`config.mk`:
```
export PLATFORM = sky130hd
export DESIGN_NAME = axis_effect_scheduler_flat
export DESIGN_NICKNAME = d
export VERILOG_FILES = /design/src/rtl/axis_effect_scheduler_if.sv /design/src/rtl/axis_effect_scheduler.sv /design/src/flat_wrapper.sv
export SDC_FILE = /design/constraint.sdc
export NUM_CORES = 1
export LEC_CHECK = 0
export BUFFER_PORTS_ARGS = -buffer_cell sky130_fd_sc_hd__buf_2
export CORE_MARGIN = 5
export CORE_UTILIZATION = 40
export CTS_BUF_LIST = sky130_fd_sc_hd__clkbuf_2
export CTS_CLUSTER_SIZE = 16
export DETAILED_ROUTE_END_ITERATION = 10
export PLACE_DENSITY = 0.81
export SLEW_MARGIN = 20
export SYNTH_ARGS = -nofsm -noshare
export SYNTH_HDL_FRONTEND = slang
export SYNTH_SLANG_ARGS = --single-unit
```
`constraint.sdc`:
```
create_clock -name clk -period 2.1 [get_ports clk]
set_clock_uncertainty 0.15 [all_clocks]
set_input_delay 0.21 -clock clk [delete_from_list [all_inputs] [get_ports clk]]
set_output_delay 0.21 -clock clk [all_outputs]
set_load 0.02 [all_outputs]
```
`src/rtl/axis_effect_scheduler_if.sv`:
```
// AXI-Stream link (data/valid/ready/last) shared by every stream port of the scheduler.
// Latency: none, this is wiring only.
// Backpressure: plain valid/ready; ready flows from the slave side back to the master side.
//
// Ports (modports):
//   master : drives data, valid and last; samples ready
//   slave  : samples data, valid and last; drives ready
interface axis_effect_scheduler_if #(
   parameter int DATA_W = 32
);
   logic [DATA_W-1:0] data;
   logic              valid;
   logic              ready;
   logic              last;

   modport master (output data, output valid, output last, input ready);
   modport slave  (input data, input valid, input last, output ready);
endinterface

```
`src/rtl/axis_effect_scheduler.sv`:
```
// Packet-level round-robin sharing of one AXIS effect core between two requester streams.
// Latency: one grant cycle per packet, then zero added latency; data passes through combinationally.
// Backpressure: core ready goes straight to the granted source; granted sink ready goes straight to the core.
//
// Ports:
//   clk, resetn          : clock and synchronous active-low reset
//   req_enable[1:0]      : per-requester effect enable, captured when that requester is granted
//   s0_axis, s1_axis     : requester input streams (slave)
//   m0_axis, m1_axis     : processed output streams back to each requester (master)
//   c_m_axis             : stream into the effect core (master)
//   c_s_axis             : stream out of the effect core (slave)
//   core_enable          : effect enable for the core, constant for the whole packet
//   grant                : requester currently owning the core, or the last owner
//   busy                 : a packet is in flight
//   timeout_err          : one-cycle pulse when a stuck packet is abandoned
//   pkt_count0/1         : completed packets per requester, wrapping
module axis_effect_scheduler #(
   parameter int DATA_W      = 32,
   parameter int TIMEOUT_CYC = 4096,
   parameter int CNT_W       = 16
) (
   input  logic                    clk,
   input  logic                    resetn,
   input  logic [1:0]              req_enable,
   axis_effect_scheduler_if.slave  s0_axis,
   axis_effect_scheduler_if.slave  s1_axis,
   axis_effect_scheduler_if.master m0_axis,
   axis_effect_scheduler_if.master m1_axis,
   axis_effect_scheduler_if.master c_m_axis,
   axis_effect_scheduler_if.slave  c_s_axis,
   output logic                    core_enable,
   output logic                    grant,
   output logic                    busy,
   output logic                    timeout_err,
   output logic [CNT_W-1:0]        pkt_count0,
   output logic [CNT_W-1:0]        pkt_count1
);

   localparam int WD_W = $clog2(TIMEOUT_CYC + 1);

   typedef enum logic [1:0] {
      ST_IDLE,
      ST_FWD,
      ST_DRAIN
   } state_t;

   state_t            state;
   logic              last_grant;
   logic              in_done;
   logic              out_done;
   logic [WD_W-1:0]   wd_cnt;

   logic              in_act;
   logic              out_act;
   logic              pick;
   logic              in_hs_last;
   logic              out_hs;
   logic              out_hs_last;
   logic              in_done_nxt;
   logic              out_done_nxt;
   logic [WD_W-1:0]   wd_nxt;
   logic              wd_expire;

   assign busy = (state != ST_IDLE);

   // Each side of the routing switches off independently once its packet has
   // seen its last beat, so a finished side cannot leak a beat of the next packet.
   assign in_act  = busy && !in_done;
   assign out_act = busy && !out_done;

   // Round-robin only matters on contention; a lone requester always wins.
   assign pick = (s0_axis.valid && s1_axis.valid) ? ~last_grant : s1_axis.valid;

   always_comb begin
      c_m_axis.data  = '0;
      c_m_axis.valid = 1'b0;
      c_m_axis.last  = 1'b0;
      s0_axis.ready  = 1'b0;
      s1_axis.ready  = 1'b0;
      m0_axis.data   = '0;
      m0_axis.valid  = 1'b0;
      m0_axis.last   = 1'b0;
      m1_axis.data   = '0;
      m1_axis.valid  = 1'b0;
      m1_axis.last   = 1'b0;
      c_s_axis.ready = 1'b0;

      if (in_act) begin
         if (grant) begin
            c_m_axis.data  = s1_axis.data;
            c_m_axis.valid = s1_axis.valid;
            c_m_axis.last  = s1_axis.last;
            s1_axis.ready  = c_m_axis.ready;
         end else begin
            c_m_axis.data  = s0_axis.data;
            c_m_axis.valid = s0_axis.valid;
            c_m_axis.last  = s0_axis.last;
            s0_axis.ready  = c_m_axis.ready;
         end
      end

      if (out_act) begin
         if (grant) begin
            m1_axis.data   = c_s_axis.data;
            m1_axis.valid  = c_s_axis.valid;
            m1_axis.last   = c_s_axis.last;
            c_s_axis.ready = m1_axis.ready;
         end else begin
            m0_axis.data   = c_s_axis.data;
            m0_axis.valid  = c_s_axis.valid;
            m0_axis.last   = c_s_axis.last;
            c_s_axis.ready = m0_axis.ready;
         end
      end
   end

   assign in_hs_last   = c_m_axis.valid && c_m_axis.ready && c_m_axis.last;
   assign out_hs       = c_s_axis.valid && c_s_axis.ready;
   assign out_hs_last  = out_hs && c_s_axis.last;
   assign in_done_nxt  = in_done  || in_hs_last;
   assign out_done_nxt = out_done || out_hs_last;

   // Watchdog measures silence on the core output only; input stalls count too,
   // since a core that never answers looks the same either way.
   assign wd_nxt    = out_hs ? '0 : wd_cnt + WD_W'(1);
   assign wd_expire = (wd_nxt == WD_W'(TIMEOUT_CYC));

   always_ff @(posedge clk) begin
      if (!resetn) begin
         state       <= ST_IDLE;
         last_grant  <= 1'b1;
         grant       <= 1'b0;
         core_enable <= 1'b0;
         in_done     <= 1'b0;
         out_done    <= 1'b0;
         wd_cnt      <= '0;
         timeout_err <= 1'b0;
         pkt_count0  <= '0;
         pkt_count1  <= '0;
      end else begin
         timeout_err <= 1'b0;
         case (state)
            ST_IDLE: begin
               in_done  <= 1'b0;
               out_done <= 1'b0;
               // Grant cycle: no beat moves until routing is live next cycle.
               if (s0_axis.valid || s1_axis.valid) begin
                  grant       <= pick;
                  core_enable <= req_enable[pick];
                  wd_cnt      <= '0;
                  state       <= ST_FWD;
               end
            end

            ST_FWD, ST_DRAIN: begin
               in_done  <= in_done_nxt;
               out_done <= out_done_nxt;
               wd_cnt   <= wd_nxt;
               if (in_done_nxt && out_done_nxt) begin
                  // Completion may land in FWD when the core emits its last
                  // beat together with the input last.
                  state      <= ST_IDLE;
                  last_grant <= grant;
                  in_done    <= 1'b0;
                  out_done   <= 1'b0;
                  if (grant) begin
                     pkt_count1 <= pkt_count1 + CNT_W'(1);
                  end else begin
                     pkt_count0 <= pkt_count0 + CNT_W'(1);
                  end
               end else if (wd_expire) begin
                  // Abandoned packet is not counted, but still rotates the
                  // priority so a wedged requester cannot starve the other.
                  state       <= ST_IDLE;
                  last_grant  <= grant;
                  timeout_err <= 1'b1;
                  in_done     <= 1'b0;
                  out_done    <= 1'b0;
               end else if (in_done_nxt) begin
                  state <= ST_DRAIN;
               end
            end

            default: begin
               state <= ST_IDLE;
            end
         endcase
      end
   end

endmodule

```
`src/flat_wrapper.sv`:
```
// flat-port wrapper written by rule: the top's interface ports become plain ports
module axis_effect_scheduler_flat 
#(
   parameter int DATA_W      = 32,
   parameter int TIMEOUT_CYC = 4096,
   parameter int CNT_W       = 16
)
  (clk, resetn, req_enable, core_enable, grant, busy, timeout_err, pkt_count0, pkt_count1, s0_axis_data, s0_axis_valid, s0_axis_last, s0_axis_ready, s1_axis_data, s1_axis_valid, s1_axis_last, s1_axis_ready, m0_axis_data, m0_axis_valid, m0_axis_last, m0_axis_ready, m1_axis_data, m1_axis_valid, m1_axis_last, m1_axis_ready, c_m_axis_data, c_m_axis_valid, c_m_axis_last, c_m_axis_ready, c_s_axis_data, c_s_axis_valid, c_s_axis_last, c_s_axis_ready);
  axis_effect_scheduler_if #(.DATA_W(DATA_W)) s0_axis_i ();
  axis_effect_scheduler_if #(.DATA_W(DATA_W)) s1_axis_i ();
  axis_effect_scheduler_if #(.DATA_W(DATA_W)) m0_axis_i ();
  axis_effect_scheduler_if #(.DATA_W(DATA_W)) m1_axis_i ();
  axis_effect_scheduler_if #(.DATA_W(DATA_W)) c_m_axis_i ();
  axis_effect_scheduler_if #(.DATA_W(DATA_W)) c_s_axis_i ();
  input  logic clk;
  input  logic resetn;
  input  logic [1:0] req_enable;
  output logic core_enable;
  output logic grant;
  output logic busy;
  output logic timeout_err;
  output logic [CNT_W-1:0] pkt_count0;
  output logic [CNT_W-1:0] pkt_count1;
  input wire logic [$bits(s0_axis_i.data)-1:0] s0_axis_data;
  input wire logic [$bits(s0_axis_i.valid)-1:0] s0_axis_valid;
  input wire logic [$bits(s0_axis_i.last)-1:0] s0_axis_last;
  output wire logic [$bits(s0_axis_i.ready)-1:0] s0_axis_ready;
  input wire logic [$bits(s1_axis_i.data)-1:0] s1_axis_data;
  input wire logic [$bits(s1_axis_i.valid)-1:0] s1_axis_valid;
  input wire logic [$bits(s1_axis_i.last)-1:0] s1_axis_last;
  output wire logic [$bits(s1_axis_i.ready)-1:0] s1_axis_ready;
  output wire logic [$bits(m0_axis_i.data)-1:0] m0_axis_data;
  output wire logic [$bits(m0_axis_i.valid)-1:0] m0_axis_valid;
  output wire logic [$bits(m0_axis_i.last)-1:0] m0_axis_last;
  input wire logic [$bits(m0_axis_i.ready)-1:0] m0_axis_ready;
  output wire logic [$bits(m1_axis_i.data)-1:0] m1_axis_data;
  output wire logic [$bits(m1_axis_i.valid)-1:0] m1_axis_valid;
  output wire logic [$bits(m1_axis_i.last)-1:0] m1_axis_last;
  input wire logic [$bits(m1_axis_i.ready)-1:0] m1_axis_ready;
  output wire logic [$bits(c_m_axis_i.data)-1:0] c_m_axis_data;
  output wire logic [$bits(c_m_axis_i.valid)-1:0] c_m_axis_valid;
  output wire logic [$bits(c_m_axis_i.last)-1:0] c_m_axis_last;
  input wire logic [$bits(c_m_axis_i.ready)-1:0] c_m_axis_ready;
  input wire logic [$bits(c_s_axis_i.data)-1:0] c_s_axis_data;
  input wire logic [$bits(c_s_axis_i.valid)-1:0] c_s_axis_valid;
  input wire logic [$bits(c_s_axis_i.last)-1:0] c_s_axis_last;
  output wire logic [$bits(c_s_axis_i.ready)-1:0] c_s_axis_ready;
  assign s0_axis_i.data = s0_axis_data;
  assign s0_axis_i.valid = s0_axis_valid;
  assign s0_axis_i.last = s0_axis_last;
  assign s0_axis_ready = s0_axis_i.ready;
  assign s1_axis_i.data = s1_axis_data;
  assign s1_axis_i.valid = s1_axis_valid;
  assign s1_axis_i.last = s1_axis_last;
  assign s1_axis_ready = s1_axis_i.ready;
  assign m0_axis_data = m0_axis_i.data;
  assign m0_axis_valid = m0_axis_i.valid;
  assign m0_axis_last = m0_axis_i.last;
  assign m0_axis_i.ready = m0_axis_ready;
  assign m1_axis_data = m1_axis_i.data;
  assign m1_axis_valid = m1_axis_i.valid;
  assign m1_axis_last = m1_axis_i.last;
  assign m1_axis_i.ready = m1_axis_ready;
  assign c_m_axis_data = c_m_axis_i.data;
  assign c_m_axis_valid = c_m_axis_i.valid;
  assign c_m_axis_last = c_m_axis_i.last;
  assign c_m_axis_i.ready = c_m_axis_ready;
  assign c_s_axis_i.data = c_s_axis_data;
  assign c_s_axis_i.valid = c_s_axis_valid;
  assign c_s_axis_i.last = c_s_axis_last;
  assign c_s_axis_ready = c_s_axis_i.ready;
  axis_effect_scheduler #(.DATA_W(DATA_W), .TIMEOUT_CYC(TIMEOUT_CYC), .CNT_W(CNT_W)) u_core (.clk(clk), .resetn(resetn), .req_enable(req_enable), .s0_axis(s0_axis_i), .s1_axis(s1_axis_i), .m0_axis(m0_axis_i), .m1_axis(m1_axis_i), .c_m_axis(c_m_axis_i), .c_s_axis(c_s_axis_i), .core_enable(core_enable), .grant(grant), .busy(busy), .timeout_err(timeout_err), .pkt_count0(pkt_count0), .pkt_count1(pkt_count1));
endmodule
```
Word-level counts from Yosys, hierarchy flattened
Index checks and enable logic that the tools add are counted.

storage, ports and cells
  output and inout bits = 141
  register bits after elaboration = 53

cells by class
  $lt $le $gt $ge = 1
  reduce and logical (&&, ||, !) cells = 25
  muxes and demuxes = 44
  equality and inequality tests = 5
  add/sub/neg operators = 3
  bitwise operators = 4

operators by type and width
  operator               count
  $mux 32                6
  $add 16x1->16 const B  2
  $mux 1                 28
  $mux 13                2
  $pmux 13 s2            1
  $add 13x1->13 const B  1
  $eq 13x13->1 const B   1
  $logic_and 1x1->1      8
  $mux 2                 4
  $reduce_and 2->1       4
  $reduce_and 3->1       2
  $reduce_bool 2->1      3
  $ne 4x1->1 const B     1
  $not 1->1              4
  $pmux 1 s2             2
  $pmux 2 s2             1
  $logic_or 1x1->1       3
  $reduce_or 3->1        1
  $eq 2x1->1 const B     1
  $eq 2x2->1 const B     1
  $logic_not 1->1        2
  $logic_not 2->1        1
  $lt 1x2->1 const B     1
  $ne 2x1->1 const B     1
  $reduce_or 2->1        1

Logic depth before layout (Yosys ltp)
  depth after elaboration = 10
  mapped depth = 10
  gate-level depth less buffers = 8

Worst setup path after synthesis
OpenSTA, ideal clock, no wires.

  path type = register to register
  start = reg u_core.state[0]
  end = reg u_core.pkt_count1[9]
  stages on the path, launching flop included = 10
  data arrival time = 1.987 ns
  setup time = 0.115 ns
  setup slack = -0.152 ns
  data required time = 1.835 ns
  path through = dfxtp_1 inv_1 ha_1 nor2_1 a41oi_2 buf_6 nor4_4 nand4_1 xnor2_1 and2_1

on the way
  cells in the longest elaborated chain, start to end = 8
  elaborated cells on any way between the ends = 17

RTL lines
  element                                      line                                                        RTL
  start, declared                              axis_effect_scheduler.sv:47                                 state_t state;
  start signal, assigned                       axis_effect_scheduler.sv:130                                state <= ST_IDLE;
  start signal, assigned                       axis_effect_scheduler.sv:151                                state <= ST_FWD;
  start signal, assigned                       axis_effect_scheduler.sv:162                                state <= ST_IDLE;
  $reduce_bool 2->1                            axis_effect_scheduler.sv:64                                 assign busy = (state != ST_IDLE);
  $logic_and 1x1->1, on equally long branches  axis_effect_scheduler.sv:68, axis_effect_scheduler.sv:69
  $mux 1, on equally long branches             axis_effect_scheduler.sv:88, axis_effect_scheduler.sv:102
  $logic_and 1x1->1, on equally long branches  axis_effect_scheduler.sv:117, axis_effect_scheduler.sv:118
  $logic_and 1x1->1, on equally long branches  axis_effect_scheduler.sv:117, axis_effect_scheduler.sv:119
  $logic_or 1x1->1, on equally long branches   axis_effect_scheduler.sv:120, axis_effect_scheduler.sv:121
  $logic_and 1x1->1                            axis_effect_scheduler.sv:159                                if (in_done_nxt && out_done_nxt) begin
  $reduce_and 3->1 (no line) (*)               -
  end signal, assigned                         axis_effect_scheduler.sv:167                                pkt_count1 <= pkt_count1 + CNT_W'(1);
  end, declared                                axis_effect_scheduler.sv:36                                 output logic [CNT_W-1:0] pkt_count1

Mark *: on every way between the ends. The rest lies on a longest branch, timed or not.
A chain may end at the register's enable or synchronous reset.

Final worst setup path
  start = reg u_core.state[0]
  end = out m0_axis_data[3]

on the way
  cells in the longest elaborated chain, start to end = 3

RTL lines
  element            line                          RTL
  $reduce_bool 2->1  axis_effect_scheduler.sv:64
  $logic_and 1x1->1  axis_effect_scheduler.sv:69   assign out_act = busy && !out_done;
  $mux 32            axis_effect_scheduler.sv:102  if (out_act) begin
  end, declared      flat_wrapper.sv:32            output wire logic [$bits(m0_axis_i.data)-1:0] m0_axis_data;

No other way between the ends.

==> impl_results.md <==
* Top cells by area, synth: dfxtp_1, and2_1, mux2i_1
* Clock Sinks at between 50 and 60
* Final Hold Vio Count at 0
* Clk_lat worst skew at ~490 ps
* Critical path's largest stage delay at between 400 and 500 ps
* Post-synthesis sequential area ratio at a little over a quarter
* Drt first-iter violations at a little over 400
* Post-Layout Cell Count at 920
* Dpl cell area at between 5000 and 6000 um^2
* Critical Path Start Type: flop
* CTS Buffer Depth at 2
* # setup viols final at 147
* Syn nets at around 600
* Leak at about 3.4 nW
* Crit-path most repeated cell: buf_6
* Port bufs at 249
* Pwr Density at 727.5 nW/um^2
* Area growth, synth to finish at 77.20%
* Period utilization at 110.8%
* First-pass GRT wire length at 23.77 mm
* Max Fclk at 429.7 MHz
* IO Pins at 250
* GP Congestion at approximately 0.9
* ANT nets after route at 0
* Crit end category: output port
* Post-synth EDFFs at 0
* Clock Root Buffer: clkbuf_2
* Final worst setup slack at -227.0 ps
* CP max stage cell: dfxtp_2
* Initial core utilization at 40.63%
* RSZ-0062 raised after global routing: true
* Placed cell count at between 800 and 900
* Kind of critical path: flop to output port
* Max FO, Critical Path at 9
* Die height at 109.2 um
* Top FF cell, synth: dfxtp_1
* Final instance area at 6973 um^2
* Initial antenna violation count at 6
* Most frequent cells in the layout: buf_2, buf_6, buf_4
* Row cnt at 36
* Maximum VDD drop at between 0.6 and 0.7 mV
* Hold crit path type: input pin to flop
* Largest net degree at the start of global routing at 39
* Vias in the first global route at 4675
* Drt total wl at between 15 and 20 mm
* Async set-or-reset flop fraction in the synthesized netlist at 0%
* Most common cell after layout, fill and taps aside: buf_2
* Crit path DAT at 1970 ps
* Clock-pin slew on the worst setup and hold paths at 310 ps
* Final Net Count at between 800 and 900
* Syn Area/Cell at 8.047 um^2
* Drt first pass iters at 7
* Drt via density at between 5 and 6
* Post-synth top area cell: dfxtp_1
* Gate count after technology mapping at approximately 500
* Wire per inst at 19.99 um
* Layout cells sized above 1 at around 58%
* Cell Area, Synth at about 3900 um^2
* Violated checks: setup timing
* H-tree level count at 2
* WP data required at roughly 1700 ps
* CTS tree: done
* Post-Place Setup Slack at -43.75 ps
* CP cell instances: inv_2 > ha_4 > nor3_4 > buf_6 > buf_6 > and2_1 > buf_4
* Fillers at between 600 and 700
* Overflow after GRT at 0
* Num CTS Buffers at 5
* Post-detail-place hpwl at roughly 12 mm
* DRC at 0
* Status: finished with violations
* Max_slew headroom at roughly 72%
* FF+latch count, synth at 53
* Post-route minimum period at between 2000 and 2500 ps
* CORE AREA at a little under 10000 um^2
* YS warnings at 0
* Slew @ Worst Pin at between 400 and 500 ps
* Cell variety after synth at 55
* Die area at approximately 12000 um^2
* Die X at approximately 110 um
* Share of the synthesized area in the top cell type at between 20% and 30%
* Total GRT Usage at about a quarter
* Final Slew Violations at 0
* Hold path depth at 4
* Vias at between 4000 and 5000
* Reg2reg path depth at 12
* Number of max-cap violations at 0
* Total power at 0.005073 W
through the flow:
step | setup TNS [ps] | util, % | hold slack (ps)
6_report | -19310 | 72.00 | 57.94
3_5_place_dp | -159.8 | 57.22 | 333.4
4_1_cts | -13200 | 63.93 | 28.46
2_1_floorplan | 0 | - | 296.6
5_1_grt | -29100 | 72.00 | 70.20
3_3_place_gp | 0 | 57.22 | 327.7
metal layers:
metal	up-vias	GRT usage, %	wire length, um	part of all wire (%)
met5	-	0	0	0
met4	0	13.62	918	5.0
met3	73	4.796	1155	6.3
met2	254	43.42	9738	53
met1	2346	29.01	6578	36
li1	2288	-	-	-
logic make-up (layout without fill, tap and decap cells):
logic type                 after synthesis  count (layout)  share of synthesized area [%]
AOI/OAI and AO/OA                       49              49                          9.031
xor gates and xnor gates                31              31                          6.900
adders and majority gates                5               5                          1.590
buffers and inverters                   40             330                          4.134
DFF                                     53              53                          26.96
muxes                                   41              41                          10.81
other                                    0               6                              0
and+or+nand+nor                        270             272                          40.57
timing repair:
item	CTS	global route
resized for setup	112	219
pin swaps	22	49
setup buffers	14	7
hold buffers	4	0
setup endpoints to repair	119	148
gates cloned	5	5
hold endpoints to repair	21	0
cell usage after synthesis, types with 4 or more instances:
master / number
and2_1: 74
dfxtp_1: 53
nor2_1: 52
and3_1: 45
mux2i_1: 38
nand2_1: 35
xnor2_1: 26
clkbuf_1: 25
o21ai_0: 15
nand3_1: 14
nand4_1: 10
inv_1: 8
nor2b_1: 7
a21oi_1: 6
nor3_1: 6
ha_1: 5
nor4_4: 5
xor2_1: 5
a31oi_1: 4
buf_2: 4
o211ai_1: 4
power breakdown:
part	total, W	internal, W	switching, W
combinational	0.00355	0.00161	0.00194
sequential	0.00107	0.00104	0.0000286
clock	0.000452	0.0000826	0.000370
total	0.00507	0.00274	0.00234
sequential cells by signal (all words and copies together), names as in the netlist:
name	count
u_core.grant	1
u_core.in_done	1
u_core.out_done	1
u_core.timeout_err	1
u_core.state	2
u_core.core_enable	1
u_core.wd_cnt	13
u_core.pkt_count0	16
u_core.last_grant	1
u_core.pkt_count1	16
critical path, delay by kind of cell (launching register included):
family	cells	cell delay [ps]
buffers and inverters	4	500
flip-flops	1	430
AND/OR/NAND/NOR	2	340
adder cells (fa/ha/maj)	1	200
path summary, 6_finish.rpt:
check / startpoint / to / slack (ps)
setup reg to reg: u_core.state[0]$_SDFFE_PN0P_ / u_core.out_done$_SDFFE_PN0P_ / -200
hold reg to reg: u_core.core_enable$_SDFFE_PN0P_ / u_core.core_enable$_SDFFE_PN0P_ / 410
setup / recovery: u_core.state[0]$_SDFFE_PN0P_ / m0_axis_data[3] / -230
hold / removal: s1_axis_valid / u_core.grant$_SDFFE_PN0P_ / 60
area by class of cell:
type / count / area [um^2] / share of cell area, %
clock buffer: 5 / 25.02 / 0.3589
tap: 133 / 166.4 / 2.387
inverter: 8 / 32.53 / 0.4665
sequential: 53 / 1072 / 15.38
antenna: 6 / 15.01 / 0.2153
clock inverter: 3 / 20.02 / 0.2871
timing repair buffer: 314 / 2415 / 34.63
multi-input combinational: 398 / 3227 / 46.28
Note: power is estimated with default switching activity, not from simulation.
